File: src/rtl/roi_pixel_packer.sv
// Purpose : packs LANES consecutive pixels of a push-only stream into one word
//           and buffers the words in a FIFO behind an AXI-Stream master.
// Latency : 1 cycle from the word-completing pixel to m_tvalid_o (FIFO empty).
// Backpr. : m_tready_i stalls the FIFO only. The pixel input cannot be stalled.
//           On overflow the rest of the line is dropped and ovf_o is set.
//           Packing realigns on the next tlast_i.
//
// Ports:
//   clk_i, arst_i              clock, asynchronous active-high reset
//   tdata_i/tvalid_i/tlast_i   cropped pixel stream in (no ready)
//   m_tdata_o/m_tkeep_o/m_tvalid_o/m_tlast_o/m_tready_i   packed AXIS master
//   ovf_o, ovf_clr_i           sticky overflow flag and its clear
//   drop_cnt_o                 dropped-word count
//
// Optional feature: define ROI_PACK_DROP_CNT_EN to get a 16-bit saturating
// drop counter. Without it, drop_cnt_o is tied to 0.
module roi_pixel_packer #(
  parameter int AXIS_DATA_W = 8,
  parameter int LANES       = 4,
  parameter int FIFO_DEPTH  = 16
) (
  input  logic                         clk_i,
  input  logic                         arst_i,
  input  logic [AXIS_DATA_W-1:0]       tdata_i,
  input  logic                         tvalid_i,
  input  logic                         tlast_i,
  output logic [AXIS_DATA_W*LANES-1:0] m_tdata_o,
  output logic [LANES-1:0]             m_tkeep_o,
  output logic                         m_tvalid_o,
  output logic                         m_tlast_o,
  input  logic                         m_tready_i,
  output logic                         ovf_o,
  input  logic                         ovf_clr_i,
  output logic [15:0]                  drop_cnt_o
);

  localparam int WORD_W = AXIS_DATA_W * LANES;
  localparam int IDX_W  = $clog2(LANES);
  localparam int PTR_W  = $clog2(FIFO_DEPTH);
  localparam int CNT_W  = PTR_W + 1;

  typedef struct packed {
    logic              last;
    logic [LANES-1:0]  keep;
    logic [WORD_W-1:0] dat;
  } ent_t;

  typedef enum logic {ST_RUN, ST_DROP} state_t;

  state_t           state_q;
  logic [IDX_W-1:0] idx_q;
  logic [IDX_W-1:0] drop_lane_q;   // pixel position inside a discarded word
  logic [WORD_W-1:0] pack_q;
  logic             ovf_q;

  ent_t             mem_q [FIFO_DEPTH];
  ent_t             head_q;         // registered copy of the FIFO head
  logic [PTR_W-1:0] wr_ptr_q, rd_ptr_q;
  logic [CNT_W-1:0] count_q, count_d;
  logic [PTR_W-1:0] rd_nxt;

  ent_t word_ent;
  logic at_end, run_done, push, pop, full, run_drop, drop_bnd, drop_evt;

  // Current word = pack register with the incoming pixel merged in at lane idx.
  // Lanes above idx are still zero, because the pack register is cleared
  // every time a word completes.
  always_comb begin
    word_ent      = '0;
    word_ent.last = tlast_i;
    for (int l = 0; l < LANES; l++) begin
      if (l == int'(idx_q)) begin
        word_ent.dat[l*AXIS_DATA_W +: AXIS_DATA_W] = tdata_i;
        word_ent.keep[l] = 1'b1;
      end else if (l < int'(idx_q)) begin
        word_ent.dat[l*AXIS_DATA_W +: AXIS_DATA_W] = pack_q[l*AXIS_DATA_W +: AXIS_DATA_W];
        word_ent.keep[l] = 1'b1;
      end
    end
  end

  assign pop      = (count_q != '0) & m_tready_i;
  assign full     = (count_q == CNT_W'(FIFO_DEPTH));
  assign at_end   = (idx_q == IDX_W'(LANES - 1)) | tlast_i;
  assign run_done = tvalid_i & (state_q == ST_RUN) & at_end;
  // A slot frees up in the same cycle when the full FIFO is also being popped.
  assign push     = run_done & (~full | pop);
  assign run_drop = run_done & full & ~pop;
  assign drop_bnd = tvalid_i & (state_q == ST_DROP) &
                    ((drop_lane_q == IDX_W'(LANES - 1)) | tlast_i);
  assign drop_evt = run_drop | drop_bnd;
  assign count_d  = count_q + CNT_W'(push) - CNT_W'(pop);
  assign rd_nxt   = rd_ptr_q + PTR_W'(1);

  // Packing FSM, FIFO pointers and head register
  always_ff @(posedge clk_i or posedge arst_i) begin
    if (arst_i) begin
      state_q     <= ST_RUN;
      idx_q       <= '0;
      drop_lane_q <= '0;
      pack_q      <= '0;
      ovf_q       <= 1'b0;
      wr_ptr_q    <= '0;
      rd_ptr_q    <= '0;
      count_q     <= '0;
      head_q      <= '0;
    end else begin
      case (state_q)
        ST_RUN: begin
          if (tvalid_i) begin
            if (at_end) begin
              idx_q  <= '0;
              pack_q <= '0;
              // A line that ends on the dropped word needs no realignment.
              if (run_drop && !tlast_i) begin
                state_q     <= ST_DROP;
                drop_lane_q <= '0;
              end
            end else begin
              idx_q  <= idx_q + IDX_W'(1);
              pack_q <= word_ent.dat;
            end
          end
        end
        ST_DROP: begin
          if (tvalid_i) begin
            if (tlast_i) begin
              state_q     <= ST_RUN;
              drop_lane_q <= '0;
            end else begin
              drop_lane_q <= drop_lane_q + IDX_W'(1);
            end
          end
        end
        default: state_q <= ST_RUN;
      endcase

      if (drop_evt)       ovf_q <= 1'b1;
      else if (ovf_clr_i) ovf_q <= 1'b0;

      if (push) wr_ptr_q <= wr_ptr_q + PTR_W'(1);
      if (pop)  rd_ptr_q <= rd_nxt;
      count_q <= count_d;

      // Keep head_q equal to the oldest stored word. When the word being
      // pushed becomes the head in this cycle, bypass the memory.
      if (pop) begin
        if (count_q == CNT_W'(1) && push) head_q <= word_ent;
        else if (count_q > CNT_W'(1))     head_q <= mem_q[rd_nxt];
      end else if (count_q == '0 && push) begin
        head_q <= word_ent;
      end
    end
  end

  // The storage array has no reset. Its entries are only read after a write.
  always_ff @(posedge clk_i) begin
    if (push) mem_q[wr_ptr_q] <= word_ent;
  end

`ifdef ROI_PACK_DROP_CNT_EN
  logic [15:0] drop_cnt_q;

  // An increment wins over a same-cycle clear, so the result is 1.
  always_ff @(posedge clk_i or posedge arst_i) begin
    if (arst_i) begin
      drop_cnt_q <= '0;
    end else if (drop_evt) begin
      if (ovf_clr_i)                  drop_cnt_q <= 16'd1;
      else if (drop_cnt_q != 16'hFFFF) drop_cnt_q <= drop_cnt_q + 16'd1;
    end else if (ovf_clr_i) begin
      drop_cnt_q <= '0;
    end
  end

  assign drop_cnt_o = drop_cnt_q;
`else
  assign drop_cnt_o = '0;
`endif

  assign m_tdata_o  = head_q.dat;
  assign m_tkeep_o  = head_q.keep;
  assign m_tlast_o  = head_q.last;
  assign m_tvalid_o = (count_q != '0);
  assign ovf_o      = ovf_q;

endmodule

File: config.mk
export PLATFORM = sky130hd
export DESIGN_NAME = roi_pixel_packer
export DESIGN_NICKNAME = d
export VERILOG_FILES = /design/src/rtl/roi_pixel_packer.sv
export SDC_FILE = /design/constraint.sdc
export NUM_CORES = 1
export LEC_CHECK = 0
export CORE_MARGIN = 4
export CORE_UTILIZATION = 30
export CTS_CLUSTER_SIZE = 40
export DETAILED_ROUTE_END_ITERATION = 12
export SYNTH_ARGS = -nofsm -noshare
export SYNTH_HDL_FRONTEND = slang
export SYNTH_SLANG_ARGS = --single-unit
File: constraint.sdc
create_clock -name clk_i -period 4.9 [get_ports clk_i]
set_input_delay 0.49 -clock clk_i [delete_from_list [all_inputs] [get_ports clk_i]]
set_output_delay 0.49 -clock clk_i [all_outputs]
set_load 0.005 [all_outputs]
==> flow_metrics.env, run 1 <==
export IMPL_outcome="complete, no violations"
export IMPL_regArea_um2=19300
export IMPL_switching_share_pct=31.0
export IMPL_worst_slack_ns=1.07
export IMPL_synth_warnings=0
export IMPL_grt_total_usage_pct=13.7
export IMPL_post_cts_resize_count=0
export IMPL_cts_tree="built"
export IMPL_drv_cap=0
export IMPL_design_area_um2=30300
export IMPL_vias=13100
export IMPL_cts_buffers=69
export IMPL_clock_sinks=656
export IMPL_share_seq_of_total_power_pct=39.8
export IMPL_rr_worst_depth=9
export IMPL_io_buffers=52
export IMPL_post_cts_buffers=0
export IMPL_synth_top_family_by_area="multiplexers"
export IMPL_synthMuxAreaShare_pct=12.8
export IMPL_total_power_w=0.0180
export IMPL_grt_max_degree=62
export IMPL_drive_above_1_share_pct=21.6
export IMPL_path_clk_slew_ns=0.06
export IMPL_hold_path_class="in -> async"
export IMPL_io_pins=69
export IMPL_antenna_cells=0
export IMPL_htree_num_levels=3
export IMPL_yosysTopAreaCellShare_pct=66.3
export IMPL_ys_types=58
export IMPL_synth_common_cells="edfxtp_1 (576), mux4_2 (144), dfrtp_1 (80)"
export IMPL_rsz0062_at_grt="no"
export IMPL_ys_top_cells_by_area="edfxtp_1 (66%), mux4_2 (12%), dfrtp_1 (7.7%)"
export IMPL_nNetsFinal=1495
export IMPL_dieArea_um2=91700
export IMPL_slew_viol_final=0
export IMPL_intPower_w=0.0124
export IMPL_max_clock_path_buffers=3
export IMPL_syn_cell_area_um2=26100
export IMPL_r2r_start="idx_q[1]$_DFFE_PP0N_"
export IMPL_finClkSkew_ns=0.0212
export IMPL_cts_root_buffer="clkbuf_16"
export IMPL_timing_hold_ws_ns=0.411
export IMPL_drt_total_wl_um=62400
export IMPL_hpwlAfterDp_um=36700
export IMPL_setup_viol=0
export IMPL_crit_required_ns=5.14
export IMPL_die_w_um=303
export IMPL_period_minus_slack_ns=3.83
export IMPL_dr_pass1_iters=5
export IMPL_antenna_found_initial=5
export IMPL_reg2reg_slack_ns=1.07
export IMPL_grt_pass1_vias=13400
export IMPL_irDropWorstVdd_v=0.000457
export IMPL_synth_area_per_cell_um2=19.1
export IMPL_synth_ff_type="edfxtp_1"
export IMPL_multi_input_area_um2=6230
export IMPL_slowest_stage="dfrtp_1"
export IMPL_clock_fmax_ghz=0.261
export IMPL_fill_cells=7954
export IMPL_cts_hold_buffers=0
export IMPL_grt_pass1_wl_um=91700
export IMPL_synth_xor_area_share_pct=0.302
export IMPL_yosysMostFrequentCell="edfxtp_1"
export IMPL_yosys_area_share_simple_pct=4.36
export IMPL_crit_fanout=27
export IMPL_netlist_instances=1364
export IMPL_critical_path_class="reg -> reg"
export IMPL_p_leak_nw=10.1
export IMPL_p_clk_share_pct=28.4
export IMPL_dr_first_iter_drc_count=1218
export IMPL_worst_pin_slew_ns=1.23
export IMPL_powerDensity_nw_per_um2=593
export IMPL_finalCritPeriodShare_pct=78.2
export IMPL_crit_path_end_kind="register"
export IMPL_synth_edf_count=576
export IMPL_drc=0
export IMPL_slew_headroom_pct=18.2
export IMPL_core_area_um2=85700
export IMPL_max_stage_delay_ns=0.62
export IMPL_final_antenna_net_count=0
export IMPL_synth_seq_cells=656
export IMPL_row_count=107
export IMPL_cp_start_kind="register"
export IMPL_crit_chain="ha_1, buf_4, nor2_1, nor2_1, and2_1, inv_2, nor3b_1, and2_2, buf_4"
export IMPL_async_flop_share_pct=12.2
export IMPL_dpl_instance_area_um2=28100
export IMPL_fin_setup_tns_ns=0
export IMPL_power_switching_w=0.00557
export IMPL_wl_per_cell_um=23.4
export IMPL_dieHeight_um=303
export IMPL_gp_congestion=0.763
export IMPL_grt_remaining_overflow=0
export IMPL_worstReg2RegEnd="mem_q[10][5]$_DFFE_PP_"
export IMPL_cp_data_arrival_time_ns=4.07
export IMPL_viasPerCell=4.93
export IMPL_synthAdderAreaFrac_pct=1.04
export IMPL_dp_slack_ns=1.10
export IMPL_synth_compound_area_share_pct=4.76
export IMPL_layout_area_overhead_vs_synth_pct=16.4
export IMPL_hold_violations=0
export IMPL_p_comb_share_pct=31.8
export IMPL_initial_core_util_pct=30.4
export IMPL_yosys_area_top_type="edfxtp_1"
export IMPL_insertion_delay_ns=0.60
export IMPL_yosysSeqAreaShare_pct=74.0
[worst max-delay path: cells and delay by family (launching register included)]
family	cells	cell delay (ns)
simple gates	5	1.69
buf+inv	3	0.88
flops	1	0.62
fa+ha+maj	1	0.23
[registers in the layout, summed over array words and instances, names as in the netlist]
name,flops
mem_q,576
state_q,1
m_tkeep_o,4
m_tlast_o,1
wr_ptr_q,4
drop_lane_q,2
idx_q,2
ovf_o,1
m_tdata_o,32
pack_q,24
rd_ptr_q,4
count_q,5
[kinds of logic (layout without fill, tap and decap cells)]
group,count (synthesis),in the layout
and+or+nand+nor,209,209
muxes,154,154
buffers and inverters,137,274
DFF,656,656
adders and majority gates,21,21
AOI/OAI and AO/OA,177,177
xor gates and xnor gates,9,9
other,1,16
[stage by stage]
step	util [%]	cells
final	35.4	2660
after global routing	35.4	2660
after CTS	35.4	2660
after detailed placement	32.8	2533
after global placement	32.8	2533
after floorplan	-	1379
[placed cells by master (no fill, tap or decap), types with 26 or more instances in the layout]
cell type	count
clkbuf_16	70
a221oi_1	26
a31oi_1	26
mux4_2	144
edfxtp_1	576
buf_4	41
nor2_1	29
nor2b_1	40
o21ai_0	34
inv_1	44
dfrtp_1	79
nand2_1	49
nand2b_1	28
clkdlybuf4s50_1	52
[cell type report]
class                           instances  area share [%]
Clock buffer                           92            6.28
Clock inverter                         35            1.07
Inverter                               47           0.590
Multi-Input combinational cell        586            20.5
Sequential cell                       656            63.6
Tap cell                             1144            4.72
Timing Repair Buffer                  100            3.19
[worst max-delay path by stage]
stage / slack [ns] / cells past startpoint / start / to
floorplan: -0.46 / 7 / idx_q[0]$_DFFE_PP0N_ / mem_q[3][0]$_DFFE_PP_
global placement: 1.15 / 15 / tlast_i / count_q[4]$_DFF_PP0_
detailed placement: 1.10 / 8 / tlast_i / mem_q[10][5]$_DFFE_PP_
CTS: 1.13 / 9 / idx_q[1]$_DFFE_PP0N_ / mem_q[10][4]$_DFFE_PP_
global route: 0.93 / 9 / idx_q[1]$_DFFE_PP0N_ / mem_q[10][4]$_DFFE_PP_
finish: 1.07 / 9 / idx_q[1]$_DFFE_PP0N_ / mem_q[10][5]$_DFFE_PP_
[routing by layer]
layer  vias up  global-route usage (%)  part of all wire (%)
met5         -                       0                 0.043
met1      6979                    18.6                    43
met4         4                    4.24                   2.4
li1       5618                       -                     -
met3        98                    3.69                   7.6
met2       428                    21.6                    47
[power by group through the flow]
stage / sequential (W) / combinational [W] / clock (W)
after floorplan: 0.00702 / 0.00407 / 0
after global placement: 0.00728 / 0.00573 / 0
after detailed placement: 0.00729 / 0.00582 / 0
after CTS: 0.00719 / 0.00583 / 0.00523
after global routing: 0.00723 / 0.00619 / 0.00548
final: 0.00716 / 0.00573 / 0.00512
(Power assumes the default switching activity.)
==> run 2, diff against run 1 <==
clock period = 3.4 ns   (was 4.9 ns; I/O delays follow)
==> run 2 against run 1 <==
Net effect: first-iteration DRC count down 5.3%; worst setup slack lost 0.68 ns; global-route usage increased by 0.26 points; via count grew 0.13%; largest cell class unchanged; sequential share of layout area fell by 0.83 points; die area unchanged; register-to-register slack worse by 0.68 ns; sequential power rose by 41%; clock-buffer cell count is the same.
==> flow_metrics.env, run 2 (synthesis results as in run 1) <==
export IMPL_final_cell_mix="edfxtp_1 (576), mux4_2 (144), dfrtp_1 (79)"
export IMPL_outcome="complete, no violations"
export IMPL_final_antenna_net_count=0
export IMPL_hold_path_class="in -> async"
export IMPL_grt_pass1_wl_um=94000
export IMPL_post_cts_resize_count=0
export IMPL_crit_chain="inv_1, ha_1, or3b_4, nor2_1, nor2_1, ha_1, inv_1, ha_1, inv_1, fa_1, nor2_1, nor2_1, nor2_1, nor2_1, xor2_1"
export IMPL_io_pins=69
export IMPL_grt_max_degree=111
export IMPL_cp_data_arrival_time_ns=3.48
export IMPL_viasPerCell=4.91
export IMPL_largest_reg_flops=576
export IMPL_dieHeight_um=303
export IMPL_post_cts_buffers=0
export IMPL_dieArea_um2=91700
export IMPL_cp_start_kind="register"
export IMPL_p_clk_share_pct=28.5
export IMPL_fill_cells=7939
export IMPL_setup_viol=0
export IMPL_irDropWorstVdd_v=0.000929
export IMPL_clock_sinks=656
export IMPL_period_minus_slack_ns=3.01
export IMPL_grt_pass1_vias=13700
export IMPL_worst_pin_slew_ns=0.989
export IMPL_die_w_um=303
export IMPL_path_clk_slew_ns=0.06
export IMPL_gp_congestion=0.735
export IMPL_insertion_delay_ns=0.60
export IMPL_p_comb_share_pct=32.9
export IMPL_initial_core_util_pct=30.4
export IMPL_layout_area_overhead_vs_synth_pct=17.9
export IMPL_wl_per_cell_um=23.5
export IMPL_cts_hold_buffers=0
export IMPL_cp_endpoint="count_q[4]$_DFF_PP0_"
export IMPL_switching_share_pct=30.3
export IMPL_rr_worst_depth=15
export IMPL_row_count=107
export IMPL_slew_headroom_pct=34.1
export IMPL_crit_path_end_kind="register"
export IMPL_rsz0062_at_grt="no"
export IMPL_powerDensity_nw_per_um2=855
export IMPL_clock_fmax_ghz=0.333
export IMPL_intPower_w=0.0183
export IMPL_finalCritPeriodShare_pct=88.4
export IMPL_antenna_found_initial=3
export IMPL_vias=13100
export IMPL_power_switching_w=0.00797
export IMPL_crit_required_ns=3.88
export IMPL_io_buffers=52
export IMPL_critPathLaunch="count_q[2]$_DFF_PP0_"
export IMPL_crit_fanout=5
export IMPL_worstReg2RegEnd="count_q[4]$_DFF_PP0_"
export IMPL_drive_above_1_share_pct=22.9
export IMPL_total_power_w=0.0263
export IMPL_drv_cap=0
export IMPL_dp_cells=2555
export IMPL_cts_tree="built"
export IMPL_layout_commonest_cell="edfxtp_1"
export IMPL_critical_path_class="reg -> reg"
export IMPL_slew_viol_final=0
export IMPL_largest_register="mem_q"
export IMPL_htree_num_levels=3
export IMPL_share_seq_of_total_power_pct=38.6
export IMPL_dr_pass1_iters=7
export IMPL_finClkSkew_ns=0.0245
export IMPL_drc=0
export IMPL_r2r_start="count_q[2]$_DFF_PP0_"
export IMPL_max_stage_delay_ns=0.42
export IMPL_hold_violations=0
export IMPL_finalNonFillerCells=2676
export IMPL_core_area_um2=85700
export IMPL_cts_root_buffer="clkbuf_16"
export IMPL_grt_total_usage_pct=13.9
export IMPL_slowest_stage="or3b_4"
export IMPL_grt_remaining_overflow=0
export IMPL_p_leak_nw=10.2
export IMPL_reg2reg_slack_ns=0.39
export IMPL_nNetsFinal=1515
export IMPL_drt_total_wl_um=62900
export IMPL_cts_buffers=67
export IMPL_hpwlAfterDp_um=37100
export IMPL_dr_first_iter_drc_count=1153
export IMPL_fin_setup_tns_ns=0
export IMPL_path_common_cell="nor2_1"
export IMPL_max_clock_path_buffers=3
## run 2: changes by cell type in the layout (fill, tap and decap cells not counted), sizes merged
cell	change
bufinv	+2
inv	-6
clkinv	-7
buf	+22
clkinvlp	+3
diode	+2
## run 2: power groups by stage
| stage | Sequential, W | Combinational, W | Clock [W] |
|---|---|---|---|
| after floorplan | 0.0101 | 0.00588 | 0 |
| after detailed placement | 0.0103 | 0.00879 | 0 |
| after global routing | 0.0102 | 0.00936 | 0.00799 |
| final | 0.0101 | 0.00864 | 0.00749 |
| after global placement | 0.0103 | 0.00871 | 0 |
| after CTS | 0.0102 | 0.00882 | 0.00766 |
## run 2: how the worst min path moves through the flow
| stage | slack (ns) | from | endpoint | cells past startpoint |
|---|---|---|---|---|
| 4_1_cts | 0.26 | arst_i | ovf_o$_DFFE_PP0P_ | 2 |
| 3_5_place_dp | 0.46 | m_tkeep_o[0]$_DFFE_PP0P_ | m_tkeep_o[0]$_DFFE_PP0P_ | 1 |
| 2_1_floorplan | 0.44 | tlast_i | mem_q[0][36]$_DFFE_PP_ | 0 |
| 6_report | 0.25 | arst_i | m_tkeep_o[0]$_DFFE_PP0P_ | 2 |
| 3_3_place_gp | 0.46 | pack_q[16]$_DFFE_PP0N_ | pack_q[16]$_DFFE_PP0N_ | 2 |
| 5_1_grt | 0.30 | arst_i | m_tkeep_o[0]$_DFFE_PP0P_ | 2 |
## run 2: cell type report
cell class | count | area (um^2) | area share, %
Multi-Input combinational cell | 586 | 6270 | 20.4
Inverter | 47 | 179 | 0.582
Sequential cell | 656 | 19300 | 62.8
Clock buffer | 92 | 1920 | 6.26
Tap cell | 1144 | 1430 | 4.66
Clock inverter | 27 | 327 | 1.06
Antenna cell | 2 | 5.00 | 0.0163
Timing Repair Buffer | 122 | 1310 | 4.26
## run 2: worst max-delay path, delay by kind of cell, from the launching register on
kind,cells,cell delay [ns]
buffers and inverters,3,0.22
xor gates and xnor gates,1,0.14
adders and majority gates,4,1.04
and+or+nand+nor,7,1.11
DFF,1,0.39
## run 2: per-stage QoR
stage	worst slack, ns	hold slack, ns	area [um^2]	utilization (%)
finish	0.395	0.250	30700	35.9
global route	0.106	0.305	30700	35.9
CTS	0.401	0.262	30700	35.9
detailed placement	0.311	0.460	28500	33.3
global placement	0.256	0.462	28500	33.3
floorplan	-0.440	0.439	26200	-
## run 2: per-layer routing
| layer | wire length, um | GRT usage, % | vias to the layer above |
|---|---|---|---|
| li1 | - | - | 5658 |
| met1 | 26700 | 18.6 | 6952 |
| met2 | 30700 | 22.8 | 424 |
| met3 | 3980 | 2.88 | 106 |
| met4 | 1540 | 4.66 | 4 |
| met5 | 21 | 0 | - |
==> run 3, diff against run 2 <==
CORE_MARGIN = 2   (was 4)
clock period = 3.05 ns   (was 3.4 ns; I/O delays follow)
==> run 3 against run 2 <==
Net effect: clock skew decreased by 0.0020 ns; core utilization decreased by 0.11 points; largest cell class unchanged; highest routed layer unchanged; clock power increased by 14%; via count up 1.4%.
==> flow_metrics.env, run 3 (synthesis results as in run 1) <==
export IMPL_critical_path_class="reg -> reg"
export IMPL_vias=13300
export IMPL_insertion_delay_ns=0.60
export IMPL_period_minus_slack_ns=2.91
export IMPL_dp_cells=2580
export IMPL_slew_viol_final=0
export IMPL_grt_max_degree=67
export IMPL_crit_path_end_kind="register"
export IMPL_grt_pass1_vias=14200
export IMPL_worst_slack_ns=0.144
export IMPL_powerDensity_nw_per_um2=969
export IMPL_hpwlAfterDp_um=38900
export IMPL_die_w_um=299
export IMPL_largest_register="mem_q"
export IMPL_dr_first_iter_drc_count=1082
export IMPL_finClkSkew_ns=0.0225
export IMPL_dieArea_um2=89300
export IMPL_layout_area_overhead_vs_synth_pct=18.7
export IMPL_core_area_um2=86500
export IMPL_cts_hold_buffers=0
export IMPL_crit_chain="ha_1, nor2_1, nor2_1, and2_1, inv_2, buf_4, nor4_4, buf_12"
export IMPL_path_common_cell="nor2_1"
export IMPL_grt_pass1_wl_um=94700
export IMPL_drv_cap=0
export IMPL_setup_viol=0
export IMPL_worst_pin_slew_ns=1.19
export IMPL_io_buffers=52
export IMPL_hold_violations=0
export IMPL_max_clock_path_buffers=3
export IMPL_htree_num_levels=3
export IMPL_dp_slack_ns=-0.134
export IMPL_largest_reg_flops=576
export IMPL_dieHeight_um=299
export IMPL_clock_fmax_ghz=0.344
export IMPL_layout_commonest_cell="edfxtp_1"
export IMPL_finalCritPeriodShare_pct=95.3
export IMPL_timing_hold_ws_ns=0.108
export IMPL_finalNonFillerCells=2712
export IMPL_crit_fanout=25
export IMPL_slowest_stage="nor4_4"
export IMPL_slew_headroom_pct=20.0
export IMPL_grt_total_usage_pct=14.4
export IMPL_clock_sinks=656
export IMPL_dr_pass1_iters=7
export IMPL_nNetsFinal=1533
export IMPL_crit_required_ns=3.33
export IMPL_wl_per_cell_um=23.4
export IMPL_cts_buffers=71
export IMPL_hold_path_class="in -> async"
export IMPL_irDropWorstVdd_v=0.000775
export IMPL_drive_above_1_share_pct=22.9
export IMPL_p_leak_nw=10.3
export IMPL_max_stage_delay_ns=0.90
export IMPL_rsz0062_at_grt="no"
export IMPL_final_antenna_net_count=0
export IMPL_viasPerCell=4.91
export IMPL_antenna_found_initial=6
export IMPL_io_pins=69
export IMPL_drt_total_wl_um=63400
export IMPL_cts_root_buffer="clkbuf_16"
export IMPL_path_clk_slew_ns=0.06
export IMPL_grt_remaining_overflow=0
export IMPL_row_count=108
export IMPL_cp_data_arrival_time_ns=3.18
export IMPL_drc=0
export IMPL_gp_congestion=0.763
export IMPL_initial_core_util_pct=30.1
export IMPL_cp_start_kind="register"
export IMPL_cts_tree="built"
export IMPL_outcome="complete, no violations"
export IMPL_final_cell_mix="edfxtp_1 (576), mux4_2 (144), dfrtp_1 (79)"
==> run 3: changes by cell type in the layout (fill, tap and decap cells not counted), sizes merged <==
cell	previous run	this run
buf	70	84
bufinv	7	6
clkbuf	92	109
clkinv	16	15
clkinvlp	4	0
diode	2	1
inv	47	48
==> run 3: final timing paths <==
check / slack [ns] / depth (start not counted) / to / from
worst min register to register: 0.46 / 1 / m_tkeep_o[0]$_DFFE_PP0P_ / m_tkeep_o[0]$_DFFE_PP0P_
worst max register to register: 0.14 / 8 / mem_q[0][4]$_DFFE_PP_ / idx_q[0]$_DFFE_PP0N_
worst max-delay path: 0.14 / 8 / mem_q[0][4]$_DFFE_PP_ / idx_q[0]$_DFFE_PP0N_
min in group clk_i: 0.34 / 2 / ovf_o$_DFFE_PP0P_ / ovf_clr_i
max in group asynchronous: 2.24 / 3 / m_tdata_o[8]$_DFFE_PP0P_ / arst_i
worst min-delay path: 0.11 / 2 / m_tdata_o[31]$_DFFE_PP0P_ / arst_i
==> run 3: power by group <==
part	switching [W]	leakage (nW)	internal (W)	total [W]
Sequential	0.000532	6.29	0.0108	0.0114
Clock	0.00337	1.14	0.00520	0.00857
Combinational	0.00530	2.90	0.00475	0.0101
==> run 3: worst max-delay path, delay by kind of cell, from the launching register on <==
| kind | cells | cell delay [ns] |
|---|---|---|
| flops | 1 | 0.44 |
| fa+ha+maj | 1 | 0.25 |
| buf+inv | 3 | 0.57 |
| simple gates | 4 | 1.30 |
==> run 3: through the flow <==
step / util (%) / area (um^2) / setup TNS (ns) / total power [W]
floorplan: - / 26200 / -113.71 / 0.0178
global placement: 33.1 / 28600 / -1.15 / 0.0216
detailed placement: 33.1 / 28600 / -6.63 / 0.0217
CTS: 35.8 / 30900 / 0 / 0.0303
global route: 35.8 / 30900 / 0 / 0.0314
finish: 35.8 / 30900 / 0 / 0.0300
==> run 3: repair_timing <==
action	in CTS	in global routing
endpoints found under the setup margin	0	1
buffers inserted	0	0
resized for setup	0	1
==> run 3: per-layer routing <==
layer / share of wire, % / global-route usage [%] / routed length (um)
met1: 43 / 19.4 / 27300
met2: 47 / 22.5 / 29800
met3: 7.2 / 3.64 / 4540
met4: 2.8 / 5.25 / 1790
met5: 0.074 / 0 / 47
==> run 3: final cells by class <==
class	count	area, um^2
Fill cell	8023	55500
Sequential cell	656	19300
Multi-Input combinational cell	586	6270
Clock buffer	109	2080
Tap cell	1155	1450
Timing Repair Buffer	136	1400
Clock inverter	22	264
Inverter	47	179
Antenna cell	1	2.50
